--- config.mk ---
export PLATFORM = sky130hd
export DESIGN_NAME = fifo_wr_flow_ctl_flat
export DESIGN_NICKNAME = d
export VERILOG_FILES = /design/src/rtl/fifo_wr_flow_ctl_if.sv /design/src/rtl/fifo_wr_flow_ctl.sv /design/src/flat_wrapper.sv
export SDC_FILE = /design/constraint.sdc
export NUM_CORES = 1
export LEC_CHECK = 0
export ABC_CLOCK_PERIOD_IN_PS = 6500
export BUFFER_PORTS_ARGS = -buffer_cell sky130_fd_sc_hd__buf_4
export CORE_AREA = 2 2 59 61
export CTS_CLUSTER_SIZE = 10
export DETAILED_ROUTE_END_ITERATION = 12
export DIE_AREA = 0 0 61 63
export PLACE_DENSITY_LB_ADDON = 0.12
export SLEW_MARGIN = 25
export SYNTH_ARGS = -nofsm -noshare
export SYNTH_HDL_FRONTEND = slang
export SYNTH_SLANG_ARGS = --single-unit
export TNS_END_PERCENT = 20
--- constraint.sdc ---
create_clock -name fifo_wr_clk -period 6.5 [get_ports fifo_wr_clk]
set_clock_uncertainty 0.1 [all_clocks]
set_input_delay 0.325 -clock fifo_wr_clk [delete_from_list [all_inputs] [get_ports fifo_wr_clk]]
set_output_delay 0.325 -clock fifo_wr_clk [all_outputs]
set_load 0.02 [all_outputs]
--- src/rtl/fifo_wr_flow_ctl_if.sv ---
// Stream-side and FIFO-write-side handshake bundle of the LCD FIFO write controller.
interface fifo_wr_flow_ctl_if #(
  parameter int unsigned CNT_W = 10
);
  logic             axis_data_en;
  logic             axis_data_sync;
  logic             axis_data_requst;
  logic             fifo_wr_en;
  logic             fifo_full;
  logic [CNT_W-1:0] fifo_wr_cnt;
  logic             lcd_framesync;

  // master: stream source plus FIFO status; slave: the flow controller
  modport master (
    output axis_data_en, axis_data_sync, fifo_full, fifo_wr_cnt,
    input  axis_data_requst, fifo_wr_en, lcd_framesync
  );

  modport slave (
    input  axis_data_en, axis_data_sync, fifo_full, fifo_wr_cnt,
    output axis_data_requst, fifo_wr_en, lcd_framesync
  );
endinterface

--- src/rtl/fifo_wr_flow_ctl.sv ---
// LCD line FIFO write controller: watermark-throttled stream request, frame-sync
// alignment, overflow and frame-length detection with resync to the next frame.
module fifo_wr_flow_ctl #(
  parameter int unsigned CNT_W                  = 10,
  parameter int unsigned FIFO_ALMOSTFULL_DEPTH  = 768,
  parameter int unsigned FIFO_ALMOSTEMPTY_DEPTH = 128,
  parameter int unsigned FRAME_PIXELS           = 384000,
  parameter int unsigned PIX_W                  = 20
) (
  input  logic              fifo_wr_clk,
  input  logic              rst,
  input  logic              enable,
  input  logic              clr_flags,
  fifo_wr_flow_ctl_if.slave bus,
  output logic              ovf_flag,
  output logic              frame_err_flag,
  output logic [PIX_W-1:0]  pix_cnt
);

  localparam logic [1:0] ST_IDLE      = 2'd0;
  localparam logic [1:0] ST_WAIT_SYNC = 2'd1;
  localparam logic [1:0] ST_STREAM    = 2'd2;

  localparam logic [CNT_W-1:0] CNT_AFULL  = CNT_W'(FIFO_ALMOSTFULL_DEPTH);
  localparam logic [CNT_W-1:0] CNT_AEMPTY = CNT_W'(FIFO_ALMOSTEMPTY_DEPTH);
  localparam logic [PIX_W-1:0] FRAME_LEN  = PIX_W'(FRAME_PIXELS);
  localparam logic [PIX_W-1:0] PIX_MAX    = '1;

  logic [1:0]       state_q, state_d;
  logic             requst_q, requst_d;
  logic             wr_ready_q, wr_ready_d;
  logic             fsync_q, fsync_d;
  logic             ovf_q, ovf_d;
  logic             err_q, err_d;
  logic [PIX_W-1:0] pix_q, pix_d;
  logic             beat_c;
  logic             wr_en_c;
  logic             ovf_evt;
  logic             err_evt;

  // Write strobe: only a sync beat in WAIT_SYNC, any accepted beat in STREAM
  always_comb begin
    beat_c  = requst_q & bus.axis_data_en;
    wr_en_c = 1'b0;
    case (state_q)
      ST_WAIT_SYNC: wr_en_c = beat_c & bus.axis_data_sync & ~bus.fifo_full;
      ST_STREAM:    wr_en_c = beat_c & ~bus.fifo_full;
      default:      wr_en_c = 1'b0;
    endcase
  end

  always_comb begin
    state_d = state_q;
    pix_d   = pix_q;
    fsync_d = 1'b0;
    ovf_evt = 1'b0;
    err_evt = 1'b0;

    // Hysteresis between the two watermarks, tracked regardless of state
    if (bus.fifo_wr_cnt < CNT_AEMPTY) begin
      wr_ready_d = 1'b1;
    end else if (bus.fifo_wr_cnt >= CNT_AFULL) begin
      wr_ready_d = 1'b0;
    end else begin
      wr_ready_d = wr_ready_q;
    end

    case (state_q)
      ST_IDLE: begin
        if (enable) begin
          state_d = ST_WAIT_SYNC;
        end
      end
      ST_WAIT_SYNC: begin
        if (wr_en_c) begin
          state_d = ST_STREAM;
          pix_d   = PIX_W'(1);
          fsync_d = 1'b1;
        end
      end
      ST_STREAM: begin
        if (wr_en_c && bus.axis_data_sync) begin
          err_evt = (pix_q != FRAME_LEN);
          pix_d   = PIX_W'(1);
          fsync_d = 1'b1;
        end else if (wr_en_c) begin
          // Beat beyond the expected length is kept but the frame is abandoned
          if (pix_q == FRAME_LEN) begin
            err_evt = 1'b1;
            state_d = ST_WAIT_SYNC;
          end
          pix_d = (pix_q == PIX_MAX) ? pix_q : pix_q + PIX_W'(1);
        end else if (beat_c && bus.fifo_full) begin
          ovf_evt = 1'b1;
          state_d = ST_WAIT_SYNC;
          pix_d   = '0;
        end
      end
      default: state_d = ST_IDLE;
    endcase

    case (state_d)
      ST_WAIT_SYNC: requst_d = 1'b1;
      ST_STREAM:    requst_d = wr_ready_d;
      default:      requst_d = 1'b0;
    endcase

    if (!enable) begin
      state_d  = ST_IDLE;
      requst_d = 1'b0;
      pix_d    = '0;
    end

    ovf_d = ovf_evt | (ovf_q & ~clr_flags);
    err_d = err_evt | (err_q & ~clr_flags);
  end

  always_ff @(posedge fifo_wr_clk or posedge rst) begin
    if (rst) begin
      state_q    <= ST_IDLE;
      requst_q   <= 1'b0;
      wr_ready_q <= 1'b0;
      fsync_q    <= 1'b0;
      ovf_q      <= 1'b0;
      err_q      <= 1'b0;
      pix_q      <= '0;
    end else begin
      state_q    <= state_d;
      requst_q   <= requst_d;
      wr_ready_q <= wr_ready_d;
      fsync_q    <= fsync_d;
      ovf_q      <= ovf_d;
      err_q      <= err_d;
      pix_q      <= pix_d;
    end
  end

  assign bus.axis_data_requst = requst_q;
  assign bus.fifo_wr_en       = wr_en_c;
  assign bus.lcd_framesync    = fsync_q;
  assign ovf_flag             = ovf_q;
  assign frame_err_flag       = err_q;
  assign pix_cnt              = pix_q;

endmodule

--- src/flat_wrapper.sv ---
// flat-port wrapper written by rule: the top's interface ports become plain ports
module fifo_wr_flow_ctl_flat 
#(
  parameter int unsigned CNT_W                  = 10,
  parameter int unsigned FIFO_ALMOSTFULL_DEPTH  = 768,
  parameter int unsigned FIFO_ALMOSTEMPTY_DEPTH = 128,
  parameter int unsigned FRAME_PIXELS           = 384000,
  parameter int unsigned PIX_W                  = 20
)
  (fifo_wr_clk, rst, enable, clr_flags, ovf_flag, frame_err_flag, pix_cnt, bus_axis_data_en, bus_axis_data_sync, bus_fifo_full, bus_fifo_wr_cnt, bus_axis_data_requst, bus_fifo_wr_en, bus_lcd_framesync);
  fifo_wr_flow_ctl_if #(.CNT_W(CNT_W)) bus_i ();
  input  logic fifo_wr_clk;
  input  logic rst;
  input  logic enable;
  input  logic clr_flags;
  output logic ovf_flag;
  output logic frame_err_flag;
  output logic [PIX_W-1:0] pix_cnt;
  input wire logic [$bits(bus_i.axis_data_en)-1:0] bus_axis_data_en;
  input wire logic [$bits(bus_i.axis_data_sync)-1:0] bus_axis_data_sync;
  input wire logic [$bits(bus_i.fifo_full)-1:0] bus_fifo_full;
  input wire logic [$bits(bus_i.fifo_wr_cnt)-1:0] bus_fifo_wr_cnt;
  output wire logic [$bits(bus_i.axis_data_requst)-1:0] bus_axis_data_requst;
  output wire logic [$bits(bus_i.fifo_wr_en)-1:0] bus_fifo_wr_en;
  output wire logic [$bits(bus_i.lcd_framesync)-1:0] bus_lcd_framesync;
  assign bus_i.axis_data_en = bus_axis_data_en;
  assign bus_i.axis_data_sync = bus_axis_data_sync;
  assign bus_i.fifo_full = bus_fifo_full;
  assign bus_i.fifo_wr_cnt = bus_fifo_wr_cnt;
  assign bus_axis_data_requst = bus_i.axis_data_requst;
  assign bus_fifo_wr_en = bus_i.fifo_wr_en;
  assign bus_lcd_framesync = bus_i.lcd_framesync;
  fifo_wr_flow_ctl #(.CNT_W(CNT_W), .FIFO_ALMOSTFULL_DEPTH(FIFO_ALMOSTFULL_DEPTH), .FIFO_ALMOSTEMPTY_DEPTH(FIFO_ALMOSTEMPTY_DEPTH), .FRAME_PIXELS(FRAME_PIXELS), .PIX_W(PIX_W)) u_core (.fifo_wr_clk(fifo_wr_clk), .rst(rst), .enable(enable), .clr_flags(clr_flags), .bus(bus_i), .ovf_flag(ovf_flag), .frame_err_flag(frame_err_flag), .pix_cnt(pix_cnt));
endmodule
==> results.md <==
- Drt total wl: 4350 µm
- Critical path class: flop to flop
- Clock transition at path regs: ~150 ps
- CP Data Arrival Time: approximately 3000 ps
- Antenna cell count: 0
- Unrepaired setup endpoints after global routing: false
- Peak VDD IR: ~0.096 mV
- CP Capture Type: flop
- Final setup viols: 0
- Htree depth: 1
- Fill cell count: roughly 300
- Post-synthesis compound-gate area fraction: 0.271
- GRT Total Usage: 0.247
- Xor/xnor cell area share of the yosys netlist: 0.00501
- Mux share of post-synthesis cell area: 0.00644
- Final Max Tran Viols: 0
- Most frequent CP cell: ha_1
- Detail Route Antenna Nets: 0
- Largest family of logic cells by synthesized area: compound AO/OA/AOI/OAI gates
- Ys async rst share: 1.00
- Pint: ~0.21 mW
- CTS tree: done
- Setup TNS: 0 ps
- CTS sink cnt: 27
- Final period utilization: 0.430
- Post-Place Cells: around 280
- CP bufs+invs: 1
- Tot Pwr: 0.277 mW
- Max-cap violations: 0
- Hold_ws: 62.5 ps
- I/O Buffers: 34
- First-pass GRT wire length: between 7000 and 8000 µm
- Predominant post-synthesis flop cell: dfrtp_1
- 1st-pass router iterations: 5
- Vias: 1768
- Clk pwr share: 0.268
- Ratio of cells with drive above 1 in the final layout: 0.196
- Synth Instances: about 210
- Initial DRC count: 130
- Crit path launch type: flop
- Pwr Density: 134 nW/µm²
- Critical path's largest stage delay: 450 ps
- Relative slew margins: 0.464
- Post-DP HPWL: around 3200 µm
- Finished Cell Area: 2080 µm²
- Synth Register Bits: 27
- Chip height: approximately 63 µm
- CTS max path bufs: 2
- Setup Fix Bufs, Post-CTS: 0
- I/O Pins: 42
- Starting Density: 0.541
- Number of flops mapped to enable cells by yosys: 0
- Rows: 21
- Width of the chip: 61 µm
- Largest net degree at the start of global routing: 28
- Drt drc: 0
- Sw Ratio: 0.260
- Sequential power share: 0.620
- Final Worst Setup Slack: around 3700 ps
- Final non-filler cell total: ~290
- Post-cts gate resize count: 0
- Simple-gate area share of the yosys netlist: 0.220
- Worst-Margin Slew: 797 ps
- Clock Latency Late Sink: ~330 ps
- Finished Core Util: 0.643
- Synth Area in Adders: 0.0572
- CTS hold repair buffers: 0
- Post-Syn Nets: roughly 230
- Initial antenna violation count: 0
- F_max: about 360 MHz
- Slack of the worst reg-to-reg path: 3700 ps
- Combinational Power Share: 0.112
- Core area: about 3200 µm²
- Syn Area/Cell: between 8 and 9 µm²
- Vias in the first global route: between 1500 and 2000
- Final net count: approximately 270
- Status: complete, no violations
- Worst-path cell chain: inv_1, ha_1, and4b_1, o21ai_0, nor4_1, o22ai_1, or2_1, ha_1, nor3_1
- Post-place setup slack: 3560 ps
- Final Critical Period: 2800 ps
- Worst min path class: primary input to flop
- Vias per cell: between 6 and 7
- Mapped Area: around 1700 µm²
- Post-DP Area: approximately 2000 µm²
- Net switching power figure: between 0.07 and 0.08 mW
- Crit Path Max Fanout: 5
- Root buffer cell: clkbuf_4
- CP max stage cell: dfrtp_1
- Worst Path Required: 6660 ps
- GRT overflow: 0
- Hold Violations, Final: 0
- Seq/Total Area, Yosys: 0.386
- Routed WL per cell: 15.2 µm
- Leakage power: 0.908 nW
- Total CTS buffers: 3
- Die area: 3840 µm²
- Cell class contributing the biggest share of worst-path delay: simple AND/OR/NAND/NOR gates
- Synth Warn #: 0
- Routability Congestion: around 0.95
- Layout area overhead: 18.8%
- Synth cell types: between 40 and 50
[final cells by class]
type	instances	area, µm²	share of cell area
clock inverters	1	5.00	0.00241
inverters	15	56.3	0.0271
clock buffers	3	22.5	0.0108
flip-flops and latches	27	676	0.325
multi-input cells	158	988	0.476
repair buffers	36	273	0.131
well taps	46	57.6	0.0277
[final timing paths]
check / from / end / cells past startpoint
setup / recovery: u_core.state_q[1]$_DFF_PP0_ / u_core.bus.axis_data_requst$_DFF_PP0_ / 9
hold / removal: clr_flags / u_core.ovf_flag$_DFF_PP0_ / 2
setup reg to reg: u_core.state_q[1]$_DFF_PP0_ / u_core.bus.axis_data_requst$_DFF_PP0_ / 9
hold reg to reg: u_core.frame_err_flag$_DFF_PP0_ / u_core.frame_err_flag$_DFF_PP0_ / 2
max in group asynchronous: rst / u_core.pix_cnt[11]$_DFFE_PP0P_ / 3
min in group asynchronous: rst / u_core.wr_ready_q$_DFF_PP0_ / 3
[per-layer routing]
metal | up-vias | part of all wire | GRT usage
li1 | 851 | - | -
met1 | 839 | 0.41 | 0.330
met2 | 73 | 0.52 | 0.415
met3 | 5 | 0.056 | 0.0186
met4 | 0 | 0.013 | 0.0761
met5 | - | 0 | 0
[synth_stat cells (all sizes together), types with 2 or more instances]
master / count / area share
or2: 3 / 0.011
nand4: 5 / 0.018
or3: 4 / 0.017
nor4: 4 / 0.014
a21oi: 19 / 0.057
o211ai: 3 / 0.013
nor3: 6 / 0.017
o21ai: 13 / 0.037
nand2: 18 / 0.039
inv: 15 / 0.032
a21o: 3 / 0.013
a32oi: 2 / 0.010
a31o: 2 / 0.010
ha: 8 / 0.057
o22ai: 6 / 0.021
a41oi: 3 / 0.015
dfrtp: 27 / 0.39
o2111ai: 3 / 0.015
clkbuf: 7 / 0.015
or4: 4 / 0.019
nand3: 7 / 0.020
a31oi: 11 / 0.039
nor2: 18 / 0.039
[registers in the layout, summed over array words and instances (netlist names)]
name                         flops
u_core.frame_err_flag            1
u_core.bus.lcd_framesync         1
u_core.wr_ready_q                1
u_core.ovf_flag                  1
u_core.bus.axis_data_requst      1
u_core.state_q                   2
u_core.pix_cnt                  20
[cells by family (layout without fill, tap and decap cells)]
| family | count (synthesis) | count (layout) |
|---|---|---|
| simple gates | 75 | 75 |
| compound gates | 73 | 73 |
| flops | 27 | 27 |
| buf+inv | 23 | 55 |
| fa+ha+maj | 8 | 8 |
| xor+xnor | 1 | 1 |
| mux | 1 | 1 |
[cell usage in the layout (no fill, tap or decap), types with 5 or more instances in the layout]
cell and count:
o21ai_0 10, nor2_1 18, a21oi_1 18, a31oi_1 11, buf_4 35, ha_1 8
nor3_1 5, nand2_1 18, dfrtp_1 27, o22ai_1 6, inv_1 14, nand3_1 7
nand4_1 5
[power by group through the flow]
stage,combinational (mW),clock (mW),sequential (mW)
after CTS,0.0307,0.0765,0.172
after detailed placement,0.0306,0,0.175
final,0.0311,0.0743,0.172
after global placement,0.0290,0,0.175
after global routing,0.0354,0.0871,0.173
after floorplan,0.0181,0,0.176
Note: power is estimated with default switching activity, not from simulation.
